**config.mk**
```make
export PLATFORM = sky130hd
export DESIGN_NAME = bin2bcd_seq_ctrl_flat
export DESIGN_NICKNAME = d
export VERILOG_FILES = /design/src/rtl/bin2bcd_pkg.sv /design/src/rtl/bin2bcd_seq_ctrl_if.sv /design/src/rtl/bcd_digit_adjust.sv /design/src/rtl/bin2bcd_seq_ctrl.sv /design/src/flat_wrapper.sv
export SDC_FILE = /design/constraint.sdc
export NUM_CORES = 1
export LEC_CHECK = 0
export BUFFER_PORTS_ARGS = -buffer_cell sky130_fd_sc_hd__buf_2
export CAP_MARGIN = 20
export CORE_ASPECT_RATIO = 1.2
export CORE_MARGIN = 2
export CORE_UTILIZATION = 53
export DETAILED_ROUTE_END_ITERATION = 10
export PLACE_DENSITY_LB_ADDON = 0.3
export SETUP_SLACK_MARGIN = 0.15
export SKIP_LAST_GASP = 1
export SYNTH_ARGS = -nofsm -noshare
export SYNTH_HDL_FRONTEND = slang
export SYNTH_SLANG_ARGS = --single-unit
```
**constraint.sdc**
```tcl
create_clock -name clk -period 2.6 [get_ports clk]
set_input_delay 0.26 -clock clk [delete_from_list [all_inputs] [get_ports clk]]
set_output_delay 0.26 -clock clk [all_outputs]
set_load 0.02 [all_outputs]
```
**src/rtl/bin2bcd_pkg.sv**
```systemverilog
// Shared types and constants for the sequential binary-to-BCD converter.
package bin2bcd_pkg;

    localparam int unsigned BCD_DIGIT_W = 4;
    localparam int unsigned ADJ_THRESH  = 5;
    localparam int unsigned ADJ_ADD     = 3;

    typedef enum logic [1:0] {
        IDLE  = 2'd0,
        ADJ   = 2'd1,
        SHIFT = 2'd2,
        DONE  = 2'd3
    } state_t;

    // Number of decimal digits required to represent 2^width-1.
    function automatic int unsigned digits_needed(input int unsigned width);
        logic [63:0] v;
        int unsigned n;
        v = (64'd1 << width) - 64'd1;
        n = 1;
        while (v >= 64'd10) begin
            v = v / 64'd10;
            n = n + 1;
        end
        return n;
    endfunction

endpackage

```
**src/rtl/bin2bcd_seq_ctrl_if.sv**
```systemverilog
// Start/busy/done handshake and result bus of the binary-to-BCD converter.
// Optional digit_blank signal present when BIN2BCD_BLANK_EN is defined.
interface bin2bcd_seq_ctrl_if #(
    parameter int unsigned WIDTH  = 8,
    parameter int unsigned DIGITS = 3
);
    logic                  start;
    logic [WIDTH-1:0]      bin_in;
    logic                  busy;
    logic                  done;
    logic [4*DIGITS-1:0]   bcd_out;
`ifdef BIN2BCD_BLANK_EN
    logic [DIGITS-1:0]     digit_blank;

    modport master (output start, bin_in, input busy, done, bcd_out, digit_blank);
    modport slave  (input start, bin_in, output busy, done, bcd_out, digit_blank);
`else
    modport master (output start, bin_in, input busy, done, bcd_out);
    modport slave  (input start, bin_in, output busy, done, bcd_out);
`endif
endinterface

```
**src/rtl/bcd_digit_adjust.sv**
```systemverilog
// Double-dabble adjust cell: add 3 to a BCD digit when it is 5 or more.
module bcd_digit_adjust
    import bin2bcd_pkg::*;
(
    input  logic [BCD_DIGIT_W-1:0] digit,
    output logic [BCD_DIGIT_W-1:0] adj_c
);

    assign adj_c = (digit >= BCD_DIGIT_W'(ADJ_THRESH)) ? digit + BCD_DIGIT_W'(ADJ_ADD) : digit;

endmodule

```
**src/rtl/bin2bcd_seq_ctrl.sv**
```systemverilog
// Multi-cycle double-dabble controller sharing one digit adjust cell across all digits.
// Define BIN2BCD_BLANK_EN to add the leading-zero digit_blank output.
module bin2bcd_seq_ctrl
    import bin2bcd_pkg::*;
#(
    parameter int unsigned WIDTH  = 8,
    parameter int unsigned DIGITS = 3
) (
    input  logic              clk,
    input  logic              rst_n,
    bin2bcd_seq_ctrl_if.slave bus
);

    localparam int unsigned BCD_W = BCD_DIGIT_W * DIGITS;
    localparam int unsigned SCR_W = BCD_W + WIDTH;
    localparam int unsigned CNT_W = (WIDTH > 1) ? $clog2(WIDTH) : 1;
    localparam int unsigned IDX_W = (DIGITS > 1) ? $clog2(DIGITS) : 1;

    if (WIDTH < 1 || WIDTH > 32) begin : g_bad_width
        $error("bin2bcd_seq_ctrl: WIDTH must be within 1..32");
    end
    if (DIGITS < digits_needed(WIDTH)) begin : g_bad_digits
        $error("bin2bcd_seq_ctrl: DIGITS too small for WIDTH");
    end

    state_t                 state, state_nxt;
    logic [SCR_W-1:0]       scratch, scratch_nxt;
    logic [CNT_W-1:0]       bit_cnt, bit_cnt_nxt;
    logic [IDX_W-1:0]       dig_idx, dig_idx_nxt;
    logic [BCD_DIGIT_W-1:0] cur_digit;
    logic [BCD_DIGIT_W-1:0] adj_digit_c;

    // Select the digit currently being adjusted.
    always_comb begin
        cur_digit = '0;
        for (int k = 0; k < int'(DIGITS); k++) begin
            if (dig_idx == IDX_W'(k))
                cur_digit = scratch[WIDTH + BCD_DIGIT_W*k +: BCD_DIGIT_W];
        end
    end

    bcd_digit_adjust u_adj (
        .digit (cur_digit),
        .adj_c (adj_digit_c)
    );

    // Next state, scratch and counters.
    always_comb begin
        state_nxt   = state;
        scratch_nxt = scratch;
        bit_cnt_nxt = bit_cnt;
        dig_idx_nxt = dig_idx;
        case (state)
            IDLE, DONE: begin
                state_nxt = IDLE;
                if (bus.start) begin
                    state_nxt   = ADJ;
                    scratch_nxt = {BCD_W'(0), bus.bin_in};
                    bit_cnt_nxt = '0;
                    dig_idx_nxt = '0;
                end
            end
            ADJ: begin
                for (int k = 0; k < int'(DIGITS); k++) begin
                    if (dig_idx == IDX_W'(k))
                        scratch_nxt[WIDTH + BCD_DIGIT_W*k +: BCD_DIGIT_W] = adj_digit_c;
                end
                if (dig_idx == IDX_W'(DIGITS - 1))
                    state_nxt = SHIFT;
                else
                    dig_idx_nxt = dig_idx + IDX_W'(1);
            end
            SHIFT: begin
                scratch_nxt = scratch << 1;
                bit_cnt_nxt = bit_cnt + CNT_W'(1);
                dig_idx_nxt = '0;
                state_nxt   = (bit_cnt == CNT_W'(WIDTH - 1)) ? DONE : ADJ;
            end
            default: state_nxt = IDLE;
        endcase
    end

`ifdef BIN2BCD_BLANK_EN
    localparam logic [DIGITS-1:0] BLANK_RST = ~DIGITS'(1);

    logic [DIGITS-1:0] blank_nxt;
    logic              zero_above;

    // A digit blanks when it and every higher digit are zero; digit 0 never blanks.
    always_comb begin
        blank_nxt  = '0;
        zero_above = 1'b1;
        for (int k = int'(DIGITS) - 1; k >= 0; k--) begin
            zero_above   = zero_above & (scratch_nxt[WIDTH + BCD_DIGIT_W*k +: BCD_DIGIT_W] == '0);
            blank_nxt[k] = (k != 0) && zero_above;
        end
    end
`endif

    // Registers; outputs are derived from the upcoming state so they align with it.
    always_ff @(posedge clk or negedge rst_n) begin
        if (!rst_n) begin
            state           <= IDLE;
            scratch         <= '0;
            bit_cnt         <= '0;
            dig_idx         <= '0;
            bus.busy        <= 1'b0;
            bus.done        <= 1'b0;
            bus.bcd_out     <= '0;
`ifdef BIN2BCD_BLANK_EN
            bus.digit_blank <= BLANK_RST;
`endif
        end else begin
            state    <= state_nxt;
            scratch  <= scratch_nxt;
            bit_cnt  <= bit_cnt_nxt;
            dig_idx  <= dig_idx_nxt;
            bus.busy <= (state_nxt == ADJ) || (state_nxt == SHIFT);
            bus.done <= (state_nxt == DONE);
            if (state_nxt == DONE) begin
                bus.bcd_out     <= scratch_nxt[SCR_W-1 -: BCD_W];
`ifdef BIN2BCD_BLANK_EN
                bus.digit_blank <= blank_nxt;
`endif
            end
        end
    end

endmodule
```
**src/flat_wrapper.sv**
```systemverilog
// flat-port wrapper written by rule: the top's interface ports become plain ports
module bin2bcd_seq_ctrl_flat import bin2bcd_pkg::*;
#(
    parameter int unsigned WIDTH  = 8,
    parameter int unsigned DIGITS = 3
)
  (clk, rst_n, bus_start, bus_bin_in, bus_busy, bus_done, bus_bcd_out);
  bin2bcd_seq_ctrl_if #(.WIDTH(WIDTH), .DIGITS(DIGITS)) bus_i ();
  input  logic clk;
  input  logic rst_n;
  input wire logic [$bits(bus_i.start)-1:0] bus_start;
  input wire logic [$bits(bus_i.bin_in)-1:0] bus_bin_in;
  output wire logic [$bits(bus_i.busy)-1:0] bus_busy;
  output wire logic [$bits(bus_i.done)-1:0] bus_done;
  output wire logic [$bits(bus_i.bcd_out)-1:0] bus_bcd_out;
  assign bus_i.start = bus_start;
  assign bus_i.bin_in = bus_bin_in;
  assign bus_busy = bus_i.busy;
  assign bus_done = bus_i.done;
  assign bus_bcd_out = bus_i.bcd_out;
  bin2bcd_seq_ctrl #(.WIDTH(WIDTH), .DIGITS(DIGITS)) u_core (.clk(clk), .rst_n(rst_n), .bus(bus_i));
endmodule
```
# [Word-level counts from Yosys, hierarchy flattened]
# Index checks and enable logic that the tools add are counted.
[totals] mem_bits_rw=0 latch_bits=0 mem_count=0 out_inout_bits=14 rom_bits=0 word_cells=49 inputBits=11 ff_bits=41
[op_classes] div=0 multipliers=0 addsub=3 muxes=19 order_cmp=1 n_reduce_logical=7 n_eq_ne=11 n_bitwise=0 shift=0
[op_table] operator="12-bit one-hot mux with 3 select lines" count=1
[op_table] operator="4-bit two-way mux" count=7
[op_table] operator="20-bit two-way mux" count=1
[op_table] operator="8-bit one-hot mux with 2 select lines" count=1
[op_table] operator="2-bit one-hot mux with 3 select lines" count=2
[op_table] operator="2-bit == test, second input constant" count=5
[op_table] operator="2-bit two-way mux" count=4
[op_table] operator="2-bit by 1-bit == test with 1-bit output, second input constant" count=3
[op_table] operator="3-bit one-hot mux with 2 select lines" count=1
[op_table] operator="4-bit by 2-bit adder with 4-bit output, second input constant" count=1
[op_table] operator="4-bit by 3-bit >= comparator with 1-bit output, second input constant" count=1
[op_table] operator="2-bit logical NOT" count=2
[op_table] operator="2-bit inequality test, second input constant" count=2
[op_table] operator="2-bit AND reduction" count=2
[op_table] operator="3-bit by 1-bit adder with 3-bit output, second input constant" count=1
[op_table] operator="3-bit == test, second input constant" count=1
[op_table] operator="3-bit two-way mux" count=1
[op_table] operator="2-bit by 1-bit adder with 2-bit output, second input constant" count=1
[op_table] operator="2-bit nonzero test" count=1
[op_table] operator="2-bit OR reduction" count=1
[op_table] operator="1-bit logical OR" count=1
[op_table] operator="1-bit two-way mux" count=1

# [Logic depth before layout (Yosys ltp)]
[depth] word_depth=8 ltp_mapped=13 depth_no_buf=11

# [Modules after synthesis]
# Synthesis repeated with hierarchy kept, for this count alone.
[hier_totals] hier_cells=229 hier_area_um2=2332.2
[modules_own_cells] module="bin2bcd_seq_ctrl" area_each_um2=2230.9 cells_per_inst=213 n_inst=1 seq_area_each_um2=1026.0
[modules_own_cells] module="bcd_digit_adjust" area_each_um2=101.3 cells_per_inst=16 n_inst=1 seq_area_each_um2=0.0

# [Least setup slack after synthesis]
# No wires, ideal clock.
[synth_path] kind="register to register" start="reg u_core.state[0]" end="reg u_core.bus.bcd_out[5]" t_arrival_ns=2.496 stages_incl_launch_ff=12 path_slack_ns=-0.015 t_required_ns=2.481 setup_time_ns=0.119 synth_period_minus_slack_ns=2.615 path_buffers=4 cell_sequence="dfrtp_1 > inv_1 > ha_1 > clkbuf_1 > buf_1 > nor2_1 > a21oi_1 > ha_1 > clkbuf_1 > clkbuf_1 > nand3_1 > o21a_1"
[synth_via] elab_chain_len=4 elab_cells_between_ends=9 cone_classes="4 x eq/ne; 3 x mux; 2 x reduce/logical"
[synth_lines] element="start, declared" line_no="bin2bcd_seq_ctrl.sv:26" rtl="state_t state, state_nxt;"
[synth_lines] element="start signal, assigned" line_no="bin2bcd_seq_ctrl.sv:114" rtl="state <= state_nxt;"
[synth_lines] element="2-bit == test / 2-bit logical NOT (equally long branches)" line_no="bin2bcd_seq_ctrl.sv:53" rtl="case (state)"
[synth_lines] element="2-bit OR reduction" line_no="bin2bcd_seq_ctrl.sv:53"
[synth_lines] element="2-bit one-hot mux with 3 select lines *" line_no="bin2bcd_seq_ctrl.sv:53"
[synth_lines] element="named net u_core.state_nxt[0]" line_no="bin2bcd_seq_ctrl.sv:26"
[synth_lines] element="2-bit == test *" line_no="bin2bcd_seq_ctrl.sv:120" rtl="if (state_nxt == DONE) begin"
[synth_lines] element="end signal, assigned" line_no="bin2bcd_seq_ctrl.sv:121" rtl="bus.bcd_out <= scratch_nxt[SCR_W-1 -: BCD_W];"
[synth_lines] element="end, declared" line_no="bin2bcd_seq_ctrl_if.sv:19" rtl="modport slave (input start, bin_in, output busy, done, bcd_out);"
# Mark *: on every way through the listed nets, which the timed path passes. The rest lies on a longest branch.
# A chain may end at the register's enable or synchronous reset.

# [Worst setup path after layout]
[layout_path] start="reg u_core.dig_idx[1]" end="reg u_core.bus.bcd_out[0]"
[layout_via] elab_chain_len=8 elab_cells_between_ends=14 cone_classes="1 x add/sub; 1 x order compare; 3 x eq/ne; 8 x mux; 1 x reduce/logical"
[layout_lines] element="start, declared" line_no="bin2bcd_seq_ctrl.sv:29" rtl="logic [IDX_W-1:0] dig_idx, dig_idx_nxt;"
[layout_lines] element="start signal, assigned" line_no="bin2bcd_seq_ctrl.sv:117" rtl="dig_idx <= dig_idx_nxt;"
[layout_lines] element="2-bit logical NOT" line_no="bin2bcd_seq_ctrl.sv:37, bin2bcd_seq_ctrl.sv:65"
[layout_lines] element="4-bit two-way mux (3 in series)" line_no="bin2bcd_seq_ctrl.sv:37" rtl="if (dig_idx == IDX_W'(k))"
[layout_lines] element="4-bit by 2-bit adder with 4-bit output / 4-bit by 3-bit >= comparator with 1-bit output (equally long branches)" line_no="bcd_digit_adjust.sv:9" rtl="assign adj_c = (digit >= BCD_DIGIT_W'(ADJ_THRESH)) ? digit + BCD_DIGIT_W'(ADJ_ADD) : digit;"
[layout_lines] element="4-bit two-way mux" line_no="bcd_digit_adjust.sv:9"
[layout_lines] element="4-bit two-way mux *" line_no="bin2bcd_seq_ctrl.sv:65" rtl="if (dig_idx == IDX_W'(k))"
[layout_lines] element="12-bit one-hot mux with 3 select lines *" line_no="bin2bcd_seq_ctrl.sv:53"
[layout_lines] element="named net u_core.scratch_nxt[8]" line_no="bin2bcd_seq_ctrl.sv:27" rtl="logic [SCR_W-1:0] scratch, scratch_nxt;"
# Marked as above.

==> reports/metrics.cfg <==
[setup_path]
crit_start=u_core.dig_idx[1]
critPathMaxFanout=10
critical_path.top_delay_family=compound AO/OA/AOI/OAI gates
path_cells=inv_1 -> ha_2 -> buf_4 -> nand3b_1 -> a21o_2 -> o2111a_1 -> o21ai_1 -> a32o_1 -> mux2_2
critical_path_class=reg -> reg
crit_arrival_ns=2.54
cp-start-kind=flip-flop
end_kind=flip-flop
max_stage_delay_ns=0.39
timing.rr.start=u_core.dig_idx[1]
crit_buf_inv=2
crit_slowest_cell=dfrtp_1
cp.required_ns=2.79

[logic_synthesis]
yosys-top-cells-count=dfrtp_1 (41), a21oi_1 (29), nand2_1 (22), nor2_1 (19), o22ai_1 (15)
yosys_most_used_dff=dfrtp_1
synth.most_common_cell=dfrtp_1
yosys_warnings=0
yosysTopAreaCell=dfrtp_1
synth_edf_count=0
synth_cells=271
synth.distinct_cells=54
ys_seq_area_share_pct=40.9
syn_area_um2=2510
synth_area_leaders=dfrtp_1 (41%), a21oi_1 (5.8%), mux2_2 (5.4%)
synth_nets=290
async_flop_share_pct=100
yosys_register_bits=41
synth.avg_cell_area_um2=9.26
yosys.area.top_type_share_pct=40.9

[power_and_ir_drop]
irDropWorstVdd_mv=0.667
sequentialPowerShare_pct=28.4
clkPwrFrac_pct=14.7
p_switching_uw=1730
power_density_nw_per_um2=1300
comb_power_share_pct=56.9
intPower_uw=1990
p_leak_uw=0.00124
switching_share_pct=46.4

[timing]
fin_crit_sh_pct=90.4
report.final.slew_viol_count=0
fin_crit_ns=2.35
setup_viol=0
fin_ws_ns=0.248
timing.clock.skew_ns=0.00520
fin_setup_tns_ns=0
rsz0062_at_grt=false
worst_pin_slew_ns=0.918
max_freq_ghz=0.425
maxSlewHeadroom_pct=38.8
hold_viol=0

[cells_and_area]
finalNonFillerCells=356
area_growth_pct=14.2
multi_input_area_um2=1380
register_area_um2=1030
antenna_cells=0
drive_gt1_share_pct=26.2
nets=316
fillers=393

[route]
vias_per_cell=6.32
drt_pre_antenna_iters=5
wire_per_inst_um=17.5
vias=2251
ant_nets=0
first_iter_violations=170
drc_errors=0
wl_um=6220

[global_routing]
grt_usage_pct=25.8
grt_pass1_wl_um=10400
antenna_found_initial=0
grt_pass1_vias=2100
grt_overflow=0
grt_max_degree=42

[placed_design]
dp_cells=347
gp_congestion=0.971
preCtsSetupSlack_ns=0.223
dpl.hpwl_um=4220
io_buffers=24

[clock_network]
hold_buffers=0
htreeDepth=2
clockBufferDepth=2
clkTransAtPathRegs_ns=0.08
numCtsBuffers=5
cts-root-buf=clkbuf_8
clock_latency_ns=0.30
cts_num_sinks=41
cts_tree=yes

[floorplanning]
die_x_um=66.8
core-area_um2=4560
pin_count=25
fp-row-count=27
initial_core_util_pct=55.0
die-area_um2=5300
die_h_um=79.4

[hold_path]
hp-class=in -> async

[status]
status=complete, no violations

[run]
maxCapViolations=0

[registers in the layout (all words and copies together) (netlist names)]
name / cells
u_core.state: 2
u_core.bus.bcd_out: 12
u_core.bus.done: 1
u_core.dig_idx: 2
u_core.bit_cnt: 3
u_core.scratch: 20
u_core.bus.busy: 1
[metal layers]
layer	vias to the layer above	track usage [%]	part of all wire [%]
met4	0	10.0	1.9
met2	80	38.9	48
met5	-	0	0
met1	1091	37.1	44
met3	13	3.95	6.0
li1	1067	-	-
[logic make-up (layout without fill, tap and decap cells)]
kind of cell             count (synthesis)  after routing  share of synthesized area, %
buffers and inverters                   31             58                          5.28
adder cells (fa/ha/maj)                  8              8                          3.99
XOR/XNOR                                 2              2                         0.698
AND/OR/NAND/NOR                         65             65                          12.4
AO/OA/AOI/OAI                          112            112                          31.4
multiplexers                            12             12                          5.38
flip-flops                              41             41                          40.9
[worst register-to-register path: cells and delay by family, from the launching register on]
| family | cells | cell delay [ns] |
|---|---|---|
| simple gates | 1 | 0.18 |
| buf+inv | 2 | 0.31 |
| mux | 1 | 0.26 |
| compound gates | 4 | 0.78 |
| flops | 1 | 0.39 |
| fa+ha+maj | 1 | 0.31 |
[what timing repair did]
action,CTS,global route
buffers inserted,0,1
endpoints found under the setup margin,0,18
gates resized for setup,0,8
[power groups by stage]
stage | logic (uW) | clock network, uW | registers [uW]
5_1_grt | 2310 | 571 | 1090
4_1_cts | 2020 | 554 | 1050
2_1_floorplan | 1440 | 0 | 1100
3_3_place_gp | 1990 | 0 | 1060
6_report | 2110 | 546 | 1060
3_5_place_dp | 2010 | 0 | 1060
[placed cells by master (no fill, tap or decap), types with 3 or more instances in the layout]
cell type	n
nand2_1	22
o21a_1	3
o22ai_1	15
a21oi_1	28
a32o_1	3
dfrtp_1	41
nand3b_1	3
inv_1	12
o211ai_1	5
a21oi_2	3
nand2b_1	4
o21ai_0	14
o2111ai_1	4
mux2_2	12
ha_2	3
buf_4	12
a22oi_1	5
a31oi_1	3
a22oi_2	3
clkbuf_8	6
a22o_2	3
nand3_1	5
nor3_1	4
buf_2	24
nor2_1	19
ha_1	5
[area by class of cell]
class	count	area share, %
Sequential cell	41	35.8
Clock buffer	6	2.88
Multi-Input combinational cell	199	48.0
Clock inverter	2	1.31
Timing Repair Buffer	37	7.73
Inverter	13	1.70
Tap cell	58	2.53
[path summary, 6_finish.rpt]
check	endpoint	cells after the start	slack, ns
max	u_core.bus.bcd_out[0]	9	0.25
min	u_core.scratch[18]	1	0.09
max reg2reg	u_core.bus.bcd_out[0]	9	0.25
min reg2reg	u_core.bus.bcd_out[10]	1	0.50
max in group asynchronous	u_core.bus.bcd_out[7]	1	1.93
min in group clk	u_core.scratch[5]	3	0.26
[per-stage QoR]
stage / utilization [%] / hold slack (ns) / area [um^2] / total power, uW
2_1_floorplan: - / -0.0356 / 2510 / 2540
3_3_place_gp: 59.4 / 0.445 / 2710 / 3050
3_5_place_dp: 59.4 / 0.456 / 2710 / 3070
4_1_cts: 62.0 / 0.134 / 2830 / 3630
5_1_grt: 62.8 / 0.182 / 2870 / 3970
6_report: 62.8 / 0.0912 / 2870 / 3720
Power figures use the tool's default switching activity.
